--- config.mk ---
export PLATFORM = sky130hd
export DESIGN_NAME = accumulate
export DESIGN_NICKNAME = d
export VERILOG_FILES = /design/src/rtl/accumulate.sv
export SDC_FILE = /design/constraint.sdc
export NUM_CORES = 1
export LEC_CHECK = 0
export ABC_AREA = 1
export BUFFER_PORTS_ARGS = -buffer_cell sky130_fd_sc_hd__buf_2
export CAP_MARGIN = 10
export CORE_UTILIZATION = 40
export DETAILED_ROUTE_END_ITERATION = 6
export PLACE_DENSITY_LB_ADDON = 0.2
export SETUP_SLACK_MARGIN = 0.3
export SLEW_MARGIN = 15
export SYNTH_ARGS = -nofsm -noshare
export SYNTH_HDL_FRONTEND = slang
export SYNTH_SLANG_ARGS = --single-unit
--- constraint.sdc ---
create_clock -name clock -period 4.1 [get_ports clock]
set_input_delay 0.615 -clock clock [delete_from_list [all_inputs] [get_ports clock]]
set_output_delay 0.615 -clock clock [all_outputs]
set_load 0.1 [all_outputs]
--- src/rtl/accumulate.sv ---
// Streaming signed multiply-accumulate feeding `saturate`: one clamped ARGW-wide dot product per stream.
// Define ACCUMULATE_ROUND_EN to round each scaled product half toward +inf instead of truncating.
module accumulate #(
    parameter int OPW  = 16,
    parameter int FRAC = 8,
    parameter int ARGW = 24
) (
    input  logic                   clock,
    input  logic                   reset,
    input  logic                   arg_valid,
    output logic                   arg_ready,
    input  logic [2*OPW-1:0]       arg_data,
    input  logic                   arg_last,
    output logic                   res_valid,
    input  logic                   res_ready,
    output logic signed [ARGW-1:0] res_data
);

    localparam int PW = 2 * OPW;
    // Working width holds a full product plus rounding carry and an ARGW+1 accumulator sum.
    localparam int XW = (PW + 1 > ARGW + 1) ? PW + 1 : ARGW + 1;

    localparam logic signed [XW-1:0] ACC_MAX = {{(XW-ARGW+1){1'b0}}, {(ARGW-1){1'b1}}};
    localparam logic signed [XW-1:0] ACC_MIN = {{(XW-ARGW+1){1'b1}}, {(ARGW-1){1'b0}}};
`ifdef ACCUMULATE_ROUND_EN
    localparam logic signed [XW-1:0] ROUND_HALF = XW'(1) << (FRAC - 1);
`endif

    localparam logic [1:0] IDLE  = 2'd0;
    localparam logic [1:0] ACC   = 2'd1;
    localparam logic [1:0] DRAIN = 2'd2;
    localparam logic [1:0] DONE  = 2'd3;

    function automatic logic signed [XW-1:0] sext_prod(input logic signed [PW-1:0] v);
        return {{(XW-PW){v[PW-1]}}, v};
    endfunction

    function automatic logic signed [XW-1:0] sext_acc(input logic signed [ARGW-1:0] v);
        return {{(XW-ARGW){v[ARGW-1]}}, v};
    endfunction

    function automatic logic signed [ARGW-1:0] clamp(input logic signed [XW-1:0] v);
        logic signed [ARGW-1:0] r;
        if (v > ACC_MAX) begin
            r = ACC_MAX[ARGW-1:0];
        end else if (v < ACC_MIN) begin
            r = ACC_MIN[ARGW-1:0];
        end else begin
            r = v[ARGW-1:0];
        end
        return r;
    endfunction

    function automatic logic signed [ARGW-1:0] scale(input logic signed [PW-1:0] p);
        logic signed [XW-1:0] x;
        x = sext_prod(p);
`ifdef ACCUMULATE_ROUND_EN
        x = x + ROUND_HALF;
`endif
        return clamp(x >>> FRAC);
    endfunction

    logic [1:0] state;
    logic       take;

    logic signed [OPW-1:0] op_a;
    logic signed [OPW-1:0] op_b;
    logic signed [PW-1:0]  a_ext;
    logic signed [PW-1:0]  b_ext;

    logic signed [PW-1:0]   prod_p1;
    logic                   vld_p1;
    logic                   last_p1;
    logic                   first_p1;

    logic signed [ARGW-1:0] scaled_p1;
    logic signed [ARGW-1:0] sum_p1;
    logic signed [ARGW-1:0] acc_p2;
    logic                   last_p2;

    // arg_ready decodes registered state only, so res_ready never reaches it combinationally.
    assign arg_ready = (state == IDLE) || (state == ACC);
    assign take      = arg_valid && arg_ready;

    assign op_a  = arg_data[PW-1:OPW];
    assign op_b  = arg_data[OPW-1:0];
    assign a_ext = {{OPW{op_a[OPW-1]}}, op_a};
    assign b_ext = {{OPW{op_b[OPW-1]}}, op_b};

    // ---- stage 1: multiply ----
    always_ff @(posedge clock) begin
        if (take) begin
            prod_p1 <= a_ext * b_ext;
        end
    end

    always_ff @(posedge clock or negedge reset) begin
        if (!reset) begin
            vld_p1   <= 1'b0;
            last_p1  <= 1'b0;
            first_p1 <= 1'b0;
        end else begin
            vld_p1   <= take;
            last_p1  <= take && arg_last;
            first_p1 <= take && (state == IDLE);
        end
    end

    // ---- stage 2: scale and saturating accumulate ----
    assign scaled_p1 = scale(prod_p1);
    assign sum_p1    = clamp(sext_acc(acc_p2) + sext_acc(scaled_p1));

    always_ff @(posedge clock or negedge reset) begin
        if (!reset) begin
            acc_p2  <= '0;
            last_p2 <= 1'b0;
        end else begin
            last_p2 <= vld_p1 && last_p1;
            if (vld_p1) begin
                acc_p2 <= first_p1 ? scaled_p1 : sum_p1;
            end
        end
    end

    // ---- stage 3: stream control and result register ----
    always_ff @(posedge clock or negedge reset) begin
        if (!reset) begin
            state     <= IDLE;
            res_valid <= 1'b0;
            res_data  <= '0;
        end else begin
            case (state)
                IDLE: begin
                    if (take) begin
                        state <= arg_last ? DRAIN : ACC;
                    end
                end
                ACC: begin
                    if (take && arg_last) begin
                        state <= DRAIN;
                    end
                end
                DRAIN: begin
                    if (last_p2) begin
                        res_data  <= acc_p2;
                        res_valid <= 1'b1;
                        state     <= DONE;
                    end
                end
                default: begin
                    if (res_valid && res_ready) begin
                        res_valid <= 1'b0;
                        state     <= IDLE;
                    end
                end
            endcase
        end
    end

endmodule
==> flow_summary.rst <==
.. list-table::
   :header-rows: 1

   * - Metric
     - Value
   * - Max Freq
     - 0.183 GHz
   * - Outcome
     - finished, violations left
   * - Number of ports placed on the die boundary
     - between 60 and 70
   * - Drt via density
     - around 4.6
   * - DRT antenna net count
     - 0
   * - Antenna violations before repair
     - 0
   * - Clock-pin slew on the worst setup and hold paths
     - ~0.070 ns
   * - Core footprint
     - around 37000 sq um
   * - Worst slack, placed
     - -1.96 ns
   * - Post-DR wirelength/cell
     - 14.3 microns
   * - Fraction of registers with async set/reset
     - 69.6%
   * - Setup repair after global routing missed its margin
     - true
   * - Total number of H-tree levels
     - 3
   * - Sequence of cells on the critical path
     - buf_12, nand2_4, inv_4, fa_1, inv_2, fa_1, clkinvlp_4, buf_12, fa_1, fa_1, fa_1, inv_2, fa_1, inv_2, ha_4, a21oi_4, o21bai_1, a21oi_2, o21ai_1, a21oi_2, nand2_1, nand2_1, nand2_1
   * - Final setup violation count
     - 24
   * - Slowest stage cell, crit path
     - fa_1
   * - Horizontal die dimension
     - a little under 200 microns
   * - Post-synth EDFFs
     - 24
   * - CP arrival
     - 5.56 ns
   * - Time the final worst path needs with I/O delays and setup
     - 5.46 ns
   * - Number of synthesized register bits
     - 79
   * - Portion of the post-synthesis area used by sequential elements
     - 13.8%
   * - Die Ht
     - 197 microns
   * - Number of DRC markers in iteration 0
     - between 500 and 600
   * - Fin Hold WS
     - 0.173 ns
   * - Count of warnings emitted by yosys
     - 0
   * - Area occupied by registers
     - 2100 sq um
   * - Final WL
     - 38200 microns
   * - Gr usage total
     - 20.9%
   * - Aggregate negative setup slack
     - -26.39 ns
   * - Leftover overflow at the end of global routing
     - 0
   * - Fraction of layout cells with a size suffix above 1
     - between 20% and 30%
   * - Residual DRC count
     - 0
   * - Fin Clk Skew
     - 0.0128 ns
   * - CTS tree
     - built
   * - Die ar.
     - 38700 sq um
   * - Final Util
     - 52.8%
   * - Number of vias in the routed layout
     - 12400
   * - Placement Rows
     - 70
   * - Fillcell total
     - 3484
   * - Number of search-and-repair iterations in the first detailed-routing pass
     - 6
   * - Mapped Area
     - ~15000 sq um
   * - Maximum count of clock buffers along a single path
     - 2
   * - Average cell area after synthesis
     - 7.77 sq um
   * - HP Class
     - in2async
   * - Type of origin of the critical path
     - primary input
   * - Most prevalent standard cell on the critical path
     - fa_1
   * - Post-synth top area share
     - 34.6%
   * - Post-Synthesis Net Count
     - approximately 2400
   * - Area Overhead vs Synth
     - 28.8%
   * - Worst-margin pin slew
     - approximately 1.0 ns
   * - Crit path setup slack, layout
     - -1.36 ns
   * - Main flop type after synthesis
     - dfrtp_1
   * - Gate Count Post-Synth
     - roughly 2000
   * - Critical Path Max Stage Delay
     - 0.55 ns
   * - Number of buffers added by the clock tree synthesis step
     - 9
   * - Count of max-cap constraint violations
     - 0
   * - Clock insertion delay at the later pin of the skew report
     - 0.35 ns
   * - Number of global-route vias before repair
     - 13100
   * - Number of clock sinks seen by CTS
     - 79
   * - Post-CTS Hold Buffers
     - 0
   * - Crit path max fanout
     - 8
   * - Footprint of the multi-input gates
     - about 12000 sq um
   * - Post-DP HPWL
     - 32300 microns
   * - Worst rel slew slack
     - 30.1%
   * - Initial core utilization
     - between 40% and 50%
   * - Number of buffers and inverters on the critical path
     - 7
   * - Count of unique library cells instantiated by Yosys
     - 41
   * - Port Buf Inserts
     - 62
   * - Cell with the most instances after synthesis
     - nand2_1
   * - Critical setup path kind
     - in2reg
   * - Cell family with the largest share of critical-path delay
     - adder cells
   * - CP Capture Type
     - flop
   * - GP Congestion
     - 0.912
   * - Worst endpoint required time
     - 4.20 ns
   * - Ratio of final minimum period to clock period
     - 133%
   * - Largest area contributor in the synthesized netlist
     - fa_1
   * - Antenna diodes
     - 0
   * - Largest net degree at the start of global routing
     - 39
   * - Ranking of synthesized cells by area
     - fa_1 35%, nand2_1 13%, inv_1 13%, dfrtp_1 9.1%, ha_1 8.8%
   * - Wire length of the first global-routing pass
     - 64800 microns
   * - Violations in the final reports
     - setup timing
   * - Number of max-slew violations in the final report
     - 0
   * - Post-synth top cells
     - 528 x nand2_1, 508 x inv_1, 262 x fa_1
   * - Cell at the root of the clock tree
     - clkbuf_16
   * - Number of nets in the layout
     - 2565
   * - Final hold viol count
     - 0
## state kept, by name (all words and copies together), names as in the netlist
name,count
acc_p2,24
first_p1,1
last_p1,1
last_p2,1
prod_p1,24
res_data,24
res_valid,1
state,2
vld_p1,1
## layout make-up
cell class / count / area share (%)
clock inverters: 7 / 0.365
repair buffers: 288 / 13.1
multi-input cells: 1269 / 61.4
well taps: 504 / 3.23
inverters: 512 / 9.94
clock buffers: 9 / 1.15
flip-flops and latches: 79 / 10.7
## timing repair
action | in CTS | in global routing
buffers inserted | 34 | 13
setup endpoints to repair | 24 | 24
resized for setup | 195 | 152
cloned | 1 | 0
pin swaps | 78 | 87
## cells in the final DEF, fill, tap and decap left out, types with 22 or more instances in the layout
cell type	count
nand2_4	24
buf_6	53
a21oi_1	28
dfrtp_1	55
buf_2	34
mux2_2	23
xor2_1	25
fa_1	240
inv_2	57
ha_4	25
nand2_2	39
buf_4	172
ha_1	80
nand3_1	24
fa_2	22
nand2_1	481
nor2_1	89
inv_1	448
edfxtp_1	24
## path summary, 6_finish.rpt
check,from,to,slack [ns],cells after the start
setup / recovery,arg_data[31],prod_p1[30],-1.36,23
min in group clock,last_p1,last_p2,0.44,2
hold reg to reg,last_p1,last_p2,0.44,2
hold / removal,reset,res_valid,0.17,1
max in group asynchronous,reset,acc_p2[22],3.09,2
setup reg to reg,acc_p2[0],acc_p2[4],1.26,14
## metrics by stage
stage          instance area [sq um]  instances
2_1_floorplan                  16000       1950
3_3_place_gp                   17600       2604
3_5_place_dp                   17600       2604
4_1_cts                        18900       2655
5_1_grt                        19500       2668
6_report                       19500       2668
## routing by layer
layer | track usage, % | part of all wire, % | up-vias | routed length, microns
li1 | - | - | 6057 | -
met1 | 27.3 | 45 | 6078 | 17100
met2 | 38.1 | 51 | 224 | 19300
met3 | 1.78 | 3.5 | 30 | 1360
met4 | 3.22 | 1.0 | 0 | 385
met5 | 0 | 0 | - | 0
## logic make-up after synthesis
logic type,after synthesis,share of synthesized area (%)
AO/OA/AOI/OAI,110,4.15
XOR/XNOR,45,2.60
adder cells (fa/ha/maj),369,43.5
buffers and inverters,602,15.2
flip-flops,79,13.8
multiplexers,23,1.71
AND/OR/NAND/NOR,722,19.1
Power is left out: the tool's default activity adds up to more than one toggle a clock period on the data nets, which glitch-free logic cannot reach.
